## config.mk

```make
export PLATFORM = sky130hd
export DESIGN_NAME = stage_sequencer_flat
export DESIGN_NICKNAME = d
export VERILOG_FILES = /design/src/rtl/stage_sequencer_if.sv /design/src/rtl/stage_sequencer.sv /design/src/flat_wrapper.sv
export SDC_FILE = /design/constraint.sdc
export NUM_CORES = 1
export LEC_CHECK = 0
export BUFFER_PORTS_ARGS = -buffer_cell sky130_fd_sc_hd__buf_4
export CORE_UTILIZATION = 46
export CTS_CLUSTER_DIAMETER = 60
export CTS_CLUSTER_SIZE = 8
export DETAILED_ROUTE_END_ITERATION = 10
export PLACE_DENSITY = 0.83
export SLEW_MARGIN = 5
export SYNTH_ARGS = -nofsm -noshare
export SYNTH_HDL_FRONTEND = slang
export SYNTH_SLANG_ARGS = --single-unit
```

## constraint.sdc

```tcl
create_clock -name clk -period 3.86 [get_ports clk]
set_input_delay 0.965 -clock clk [delete_from_list [all_inputs] [get_ports clk]]
set_output_delay 0.965 -clock clk [all_outputs]
set_load 0.03 [all_outputs]
```

## src/rtl/stage_sequencer_if.sv

```systemverilog
// ----------------------------------------------------------------------------
// stage_sequencer_if
//   Bundle of control-side signals between the multi-cycle stage sequencer and
//   the rest of the processor: decoder flags, memory ready handshakes, the
//   per-stage enables, the PC write strobe and status outputs.
//
//   Modports
//     slave  : the sequencer itself (consumes decode/ready, drives enables)
//     master : the surrounding processor / test environment
//
//   Signals
//     start, halt_req             run control
//     imem_ready, dmem_ready      memory handshakes
//     isld, isst, iswb            decoded instruction class
//     isbranchtaken               branch resolution from execute
//     if_en .. wb_en              per-stage enables
//     pc_we, pc_sel_br            PC update strobe and source select
//     state, busy, fault          status
//     retired                     retired-instruction count (PERF_W bits)
// ----------------------------------------------------------------------------
interface stage_sequencer_if #(
    parameter int unsigned PERF_W = 32
);
    logic              start;
    logic              halt_req;
    logic              imem_ready;
    logic              dmem_ready;
    logic              isld;
    logic              isst;
    logic              iswb;
    logic              isbranchtaken;

    logic              if_en;
    logic              of_en;
    logic              ex_en;
    logic              ma_en;
    logic              wb_en;
    logic              pc_we;
    logic              pc_sel_br;
    logic [2:0]        state;
    logic              busy;
    logic              fault;
    logic [PERF_W-1:0] retired;

    modport slave (
        input  start, halt_req, imem_ready, dmem_ready,
               isld, isst, iswb, isbranchtaken,
        output if_en, of_en, ex_en, ma_en, wb_en,
               pc_we, pc_sel_br, state, busy, fault, retired
    );

    modport master (
        output start, halt_req, imem_ready, dmem_ready,
               isld, isst, iswb, isbranchtaken,
        input  if_en, of_en, ex_en, ma_en, wb_en,
               pc_we, pc_sel_br, state, busy, fault, retired
    );
endinterface

```

## src/rtl/stage_sequencer.sv

```systemverilog
// ----------------------------------------------------------------------------
// stage_sequencer
//   Multi-cycle controller for the 32-bit RISC datapath. Walks one instruction
//   at a time through IF -> OF -> EX -> (MA) -> WB, raising the enable of the
//   stage it is in and a single-cycle PC write strobe in WB. MA is skipped for
//   instructions that are neither load nor store. IF and MA wait on their
//   memory ready; a wait that lasts MEM_TIMEOUT cycles halts with a sticky
//   fault instead of retiring.
//
//   Ports
//     clk      rising-edge clock
//     reset_n  asynchronous, active-low reset
//     bus      stage_sequencer_if.slave (decode/ready in, enables/status out)
//
//   Parameters
//     MEM_TIMEOUT  max wait cycles on a memory ready before the fault halt (>=1)
//     TO_W         wait counter width, must hold MEM_TIMEOUT
//     PERF_W       retired counter width
//
//   Build option
//     SEQ_PERF_CNT_EN  when defined, bus.retired counts pc_we pulses (cleared
//                      only by reset); otherwise it is tied to zero and no
//                      counter flops exist.
//
//   Every output is a decode of registered state (wb_en additionally gated by
//   the decoder's iswb), so all enables are held for the whole stay in a state.
// ----------------------------------------------------------------------------
module stage_sequencer #(
    parameter int unsigned MEM_TIMEOUT = 16,
    parameter int unsigned TO_W        = 5,
    parameter int unsigned PERF_W      = 32
) (
    input  logic               clk,
    input  logic               reset_n,
    stage_sequencer_if.slave   bus
);

    typedef enum logic [2:0] {
        S_IDLE = 3'd0,
        S_IF   = 3'd1,
        S_OF   = 3'd2,
        S_EX   = 3'd3,
        S_MA   = 3'd4,
        S_WB   = 3'd5,
        S_HALT = 3'd6,
        S_ILL  = 3'd7
    } state_e;

    // Last wait cycle: if ready is still low here, the wait has lasted
    // MEM_TIMEOUT cycles and we give up.
    localparam logic [TO_W-1:0] TO_LAST = TO_W'(MEM_TIMEOUT - 1);

    state_e          state_q,    state_d;
    logic [TO_W-1:0] wait_cnt_q, wait_cnt_d;
    logic            br_lat_q,   br_lat_d;
    logic            mem_op_q,   mem_op_d;
    logic            fault_q,    fault_d;

    logic            pc_we;

    // ------------------------------------------------------------------
    // Next-state logic
    // ------------------------------------------------------------------
    always_comb begin
        state_d    = state_q;
        wait_cnt_d = wait_cnt_q;
        br_lat_d   = br_lat_q;
        mem_op_d   = mem_op_q;
        fault_d    = fault_q;

        unique case (state_q)
            S_IDLE: begin
                if (bus.start) state_d = S_IF;
            end

            S_IF: begin
                // Ready has priority over the timeout on the same cycle.
                if (bus.imem_ready) begin
                    state_d = S_OF;
                end else if (wait_cnt_q == TO_LAST) begin
                    state_d = S_HALT;
                    fault_d = 1'b1;
                end else begin
                    wait_cnt_d = wait_cnt_q + 1'b1;
                end
            end

            S_OF: begin
                state_d = S_EX;
            end

            S_EX: begin
                // Branch outcome is only valid in EX; hold it for WB.
                br_lat_d = bus.isbranchtaken;
                mem_op_d = bus.isld | bus.isst;
                state_d  = (bus.isld | bus.isst) ? S_MA : S_WB;
            end

            S_MA: begin
                if (bus.dmem_ready) begin
                    state_d = S_WB;
                end else if (wait_cnt_q == TO_LAST) begin
                    state_d = S_HALT;
                    fault_d = 1'b1;
                end else begin
                    wait_cnt_d = wait_cnt_q + 1'b1;
                end
            end

            S_WB: begin
                // halt_req is only looked at here so the current instruction
                // always retires before stopping.
                state_d = bus.halt_req ? S_HALT : S_IF;
            end

            S_HALT: begin
                // PC was not touched, so resuming re-fetches at the held PC.
                if (bus.start) begin
                    fault_d = 1'b0;
                    state_d = S_IF;
                end
            end

            default: begin
                state_d = S_IDLE;
            end
        endcase

        // Every state entry starts a fresh wait count.
        if (state_d != state_q) wait_cnt_d = '0;
    end

    // ------------------------------------------------------------------
    // State registers
    // ------------------------------------------------------------------
    always_ff @(posedge clk or negedge reset_n) begin
        if (!reset_n) begin
            state_q    <= S_IDLE;
            wait_cnt_q <= '0;
            br_lat_q   <= 1'b0;
            mem_op_q   <= 1'b0;
            fault_q    <= 1'b0;
        end else begin
            state_q    <= state_d;
            wait_cnt_q <= wait_cnt_d;
            br_lat_q   <= br_lat_d;
            mem_op_q   <= mem_op_d;
            fault_q    <= fault_d;
        end
    end

    // ------------------------------------------------------------------
    // Moore output decode
    // ------------------------------------------------------------------
    assign pc_we = (state_q == S_WB);

    assign bus.if_en     = (state_q == S_IF);
    assign bus.of_en     = (state_q == S_OF);
    assign bus.ex_en     = (state_q == S_EX);
    assign bus.ma_en     = (state_q == S_MA);
    assign bus.wb_en     = (state_q == S_WB) & bus.iswb;
    assign bus.pc_we     = pc_we;
    assign bus.pc_sel_br = (state_q == S_WB) & br_lat_q;
    assign bus.state     = state_q;
    assign bus.busy      = (state_q != S_IDLE) && (state_q != S_HALT);
    assign bus.fault     = fault_q;

    // ------------------------------------------------------------------
    // Retired-instruction counter
    // ------------------------------------------------------------------
`ifdef SEQ_PERF_CNT_EN
    logic [PERF_W-1:0] retired_q, retired_d;

    always_comb begin
        retired_d = retired_q;
        if (pc_we) retired_d = retired_q + 1'b1;  // wraps naturally
    end

    always_ff @(posedge clk or negedge reset_n) begin
        if (!reset_n) retired_q <= '0;
        else          retired_q <= retired_d;
    end

    assign bus.retired = retired_q;
`else
    assign bus.retired = {PERF_W{1'b0}};
`endif

    // ------------------------------------------------------------------
    // Sanity properties
    // ------------------------------------------------------------------
    // MA is only ever entered for a load/store.
    a_ma_is_mem_op: assert property (
        @(posedge clk) disable iff (!reset_n)
        (state_q == S_MA) |-> mem_op_q
    );

    // The wait counter never runs past the timeout point.
    a_wait_bounded: assert property (
        @(posedge clk) disable iff (!reset_n)
        wait_cnt_q <= TO_LAST
    );

endmodule

```

## src/flat_wrapper.sv

```systemverilog
// flat-port wrapper written by rule: the top's interface ports become plain ports
module stage_sequencer_flat 
#(
    parameter int unsigned MEM_TIMEOUT = 16,
    parameter int unsigned TO_W        = 5,
    parameter int unsigned PERF_W      = 32
)
  (clk, reset_n, bus_start, bus_halt_req, bus_imem_ready, bus_dmem_ready, bus_isld, bus_isst, bus_iswb, bus_isbranchtaken, bus_if_en, bus_of_en, bus_ex_en, bus_ma_en, bus_wb_en, bus_pc_we, bus_pc_sel_br, bus_state, bus_busy, bus_fault, bus_retired);
  stage_sequencer_if #(.PERF_W(PERF_W)) bus_i ();
  input  logic clk;
  input  logic reset_n;
  input wire logic [$bits(bus_i.start)-1:0] bus_start;
  input wire logic [$bits(bus_i.halt_req)-1:0] bus_halt_req;
  input wire logic [$bits(bus_i.imem_ready)-1:0] bus_imem_ready;
  input wire logic [$bits(bus_i.dmem_ready)-1:0] bus_dmem_ready;
  input wire logic [$bits(bus_i.isld)-1:0] bus_isld;
  input wire logic [$bits(bus_i.isst)-1:0] bus_isst;
  input wire logic [$bits(bus_i.iswb)-1:0] bus_iswb;
  input wire logic [$bits(bus_i.isbranchtaken)-1:0] bus_isbranchtaken;
  output wire logic [$bits(bus_i.if_en)-1:0] bus_if_en;
  output wire logic [$bits(bus_i.of_en)-1:0] bus_of_en;
  output wire logic [$bits(bus_i.ex_en)-1:0] bus_ex_en;
  output wire logic [$bits(bus_i.ma_en)-1:0] bus_ma_en;
  output wire logic [$bits(bus_i.wb_en)-1:0] bus_wb_en;
  output wire logic [$bits(bus_i.pc_we)-1:0] bus_pc_we;
  output wire logic [$bits(bus_i.pc_sel_br)-1:0] bus_pc_sel_br;
  output wire logic [$bits(bus_i.state)-1:0] bus_state;
  output wire logic [$bits(bus_i.busy)-1:0] bus_busy;
  output wire logic [$bits(bus_i.fault)-1:0] bus_fault;
  output wire logic [$bits(bus_i.retired)-1:0] bus_retired;
  assign bus_i.start = bus_start;
  assign bus_i.halt_req = bus_halt_req;
  assign bus_i.imem_ready = bus_imem_ready;
  assign bus_i.dmem_ready = bus_dmem_ready;
  assign bus_i.isld = bus_isld;
  assign bus_i.isst = bus_isst;
  assign bus_i.iswb = bus_iswb;
  assign bus_i.isbranchtaken = bus_isbranchtaken;
  assign bus_if_en = bus_i.if_en;
  assign bus_of_en = bus_i.of_en;
  assign bus_ex_en = bus_i.ex_en;
  assign bus_ma_en = bus_i.ma_en;
  assign bus_wb_en = bus_i.wb_en;
  assign bus_pc_we = bus_i.pc_we;
  assign bus_pc_sel_br = bus_i.pc_sel_br;
  assign bus_state = bus_i.state;
  assign bus_busy = bus_i.busy;
  assign bus_fault = bus_i.fault;
  assign bus_retired = bus_i.retired;
  stage_sequencer #(.MEM_TIMEOUT(MEM_TIMEOUT), .TO_W(TO_W), .PERF_W(PERF_W)) u_core (.clk(clk), .reset_n(reset_n), .bus(bus_i));
endmodule
```

==> reports/results.tsv <==
stage	metric	value	unit
floorplanning	die_x	47.6	um
global_route	grt_max_degree	20	
synth	synth_top_cell_area_share	26.2	%
pwr	power.leakage	0.523	nW
synth	syn_area_per_cell	8.61	um^2
synth	netlist_area	956	um^2
floorplanning	num_rows	16	
sta	rsz0062_at_grt	false	
floorplanning	core_area	0.00196	mm^2
synth	yosys_warnings	0	
flow_run	maxCapViolCount	0	
floorplanning	ios	54	
global_route	grt_overflow	0	
clock_network	htreeDepth	1	
clock_network	clkSinkCount	10	
synth	syn_inst	111	
min_path	hp-class	reg -> reg	
setup_path	r2r_cells	8	
clock_network	insertion_delay	0.27	ns
clock_network	clock_path_buffers	2	
setup_path	crit_required	2.89	ns
setup_path	crit_chain	inv_1 > nor2_1 > or3_1 > buf_4	
sta	report.final.slew_viol_count	0	
setup_path	end_kind	primary output	
placed_design	portBuffers	21	
final_layout	utilization	51.5	%
setup_path	crit_end	bus_busy	
final_layout	fillers	189	
clock_network	post_cts_buffers	0	
sta	setup_viol	0	
detailed_routing	wire_per_inst	9.81	um
synth	ys_ff_latch	10	
floorplanning	die_h	47.6	um
setup_path	r2r-end	u_core.wait_cnt_q[1]	
pwr	pwr_density_cell	719	mW/mm^2
clock_network	cts_tree	built	
setup_path	crit_fanout	13	
global_route	grt_pass1_wl	2470	um
sta	period_share	67.2	%
synth	synth_flop_cell	dfrtp_1	
detailed_routing	drtPass1Iterations	6	
sta	hold_viol	0	
detailed_routing	drt_iter0_drc	6	
synth	synth_top_cell_by_area	dfrtp_1	
detailed_routing	drt-vias-per-instance	4.64	
detailed_routing	via_count	724	
setup_path	r2r-start	u_core.wait_cnt_q[0]	
global_route	grt_pass1_vias	598	
sta	relSlewSlack	58.0	%
final_layout	fin_nets	143	
sta	period_needed	2.60	ns
status	status	complete, no violations	
clock_network	cts_resized	0	
sta	fin_setup_tns	0	ns
synth	synth_area_leaders	dfrtp_1, buf_4, nand2_1	
min_path	hp-start	u_core.br_lat_q	
detailed_routing	detail-route-antenna-nets	0	
placed_design	hpwlAfterDp	1160	um
clock_network	cts_root_buf	clkbuf_4	
setup_path	cp-start-kind	flip-flop	
detailed_routing	drc	0	
setup_path	worst-setup-path-type	reg -> out	
sta	skew	0.00347	ns
placed_design	gp_congestion	0.872	
global_route	antenna_found_initial	0	
global_route	grtUsageTotal	16.0	%
setup_path	slowest_stage	dfrtp_1	
sta	timing.hold.ws	0.495	ns
synth	async_flop_share	100	%
synth	synth_cell_types	35	
clock_network	cts_made_buffers	3	
pwr	ir_worst_vdd	0.338	mV
sta	fmax	0.385	GHz
setup_path	crit_arrival	1.63	ns
clock_network	clk_pin_slew	0.06	ns
final_layout	layout-drive-gt1-share	24.8	%
sta	final.setup.worst_slack	1.26	ns
final_layout	antenna_cells	0	
setup_path	critical_path.startpoint	u_core.bus.state[2]	
floorplanning	start_util	48.7	%
clock_network	cts_hold_buf	0	
synth	seq_area_frac_synth	26.2	%
floorplanning	die_area	0.00226	mm^2
synth	synth_edf_count	0	
placed_design	dp_slack	1.51	ns
setup_path	r2r_slack	1.65	ns
final_layout	syn2layout_area_growth	5.76	%
setup_path	cpPeakStageDelay	0.51	ns
detailed_routing	wl	1530	um
sta	worst_pin_slew	0.624	ns
[state kept, by name, indices dropped and copies added (netlist names)]
signal             count
u_core.br_lat_q        1
u_core.bus.state       3
u_core.wait_cnt_q      5
u_core.bus.fault       1
[critical path, delay by kind of cell, from the launching register on]
family,cells,cell delay [ns]
buf+inv,2,0.39
simple gates,2,0.45
flops,1,0.51
[layout by cell type (no fill, tap or decap), types with 3 or more instances in the layout]
| cell | n |
|---|---|
| clkbuf_4 | 3 |
| dfrtp_1 | 10 |
| conb_1 | 32 |
| buf_4 | 21 |
| nor3_1 | 5 |
| a21oi_1 | 5 |
| nor2b_1 | 3 |
| nand2_1 | 7 |
| o21ai_0 | 4 |
| nor2_1 | 6 |
[cells in the mapped netlist (2+ instances only)]
cell,count
buf_4,32
dfrtp_1,10
nand2_1,7
nor2_1,6
a21oi_1,5
nor3_1,5
o21ai_0,4
nor2b_1,3
and2_1,2
and3_1,2
buf_6,2
clkbuf_1,2
ha_1,2
inv_1,2
mux2_2,2
mux2i_1,2
nand3_1,2
nor3b_1,2
or3_1,2
xor2_1,2
[metal layers]
metal / global-route usage (%) / wire length [um] / vias up
met1: 17.6 / 653 / 330
met4: 10.0 / 38 / 0
li1: - / - / 346
met3: 5.66 / 122 / 7
met5: 0 / 0 / -
met2: 26.3 / 716 / 41
[report_power, final]
part	leakage [nW]	internal (mW)	switching, mW
Sequential	0.132	0.131	0.0695
Combinational	0.377	0.164	0.292
Clock	0.0138	0.0360	0.0344
Total	0.523	0.330	0.396
[final cells by class]
class	instances	area, um^2	area share, %
multi-input combinational	93	539	53.3
timing repair buffer	21	158	15.6
clock buffer	3	22.5	2.23
inverter	2	7.51	0.743
tap	27	33.8	3.34
sequential	10	250	24.8
[worst min-delay path by stage]
stage | cells past startpoint | endpoint | slack (ns)
final | 1 | u_core.br_lat_q | 0.49
after floorplan | 1 | u_core.br_lat_q | 0.47
after global placement | 1 | u_core.br_lat_q | 0.48
after global routing | 1 | u_core.bus.fault | 0.51
after detailed placement | 1 | u_core.br_lat_q | 0.49
after CTS | 1 | u_core.br_lat_q | 0.50
[kinds of logic (layout without fill, tap and decap cells)]
family	Yosys count	after routing	share of synthesized area, %
flops	10	10	26.2
buf+inv	39	26	29.6
mux	4	4	4.45
simple gates	35	35	20.0
fa+ha+maj	2	2	2.62
xor+xnor	3	3	3.53
compound gates	17	17	13.2
other cells	1	32	0.392
[stage by stage]
| step | instance area [um^2] | total power, mW | cells |
|---|---|---|---|
| floorplan | 1070 | 0.586 | 142 |
| global placement | 988 | 0.649 | 153 |
| detailed placement | 988 | 0.659 | 153 |
| CTS | 1010 | 0.731 | 156 |
| global route | 1010 | 0.790 | 156 |
| finish | 1010 | 0.727 | 156 |
Power figures use the tool's default switching activity.
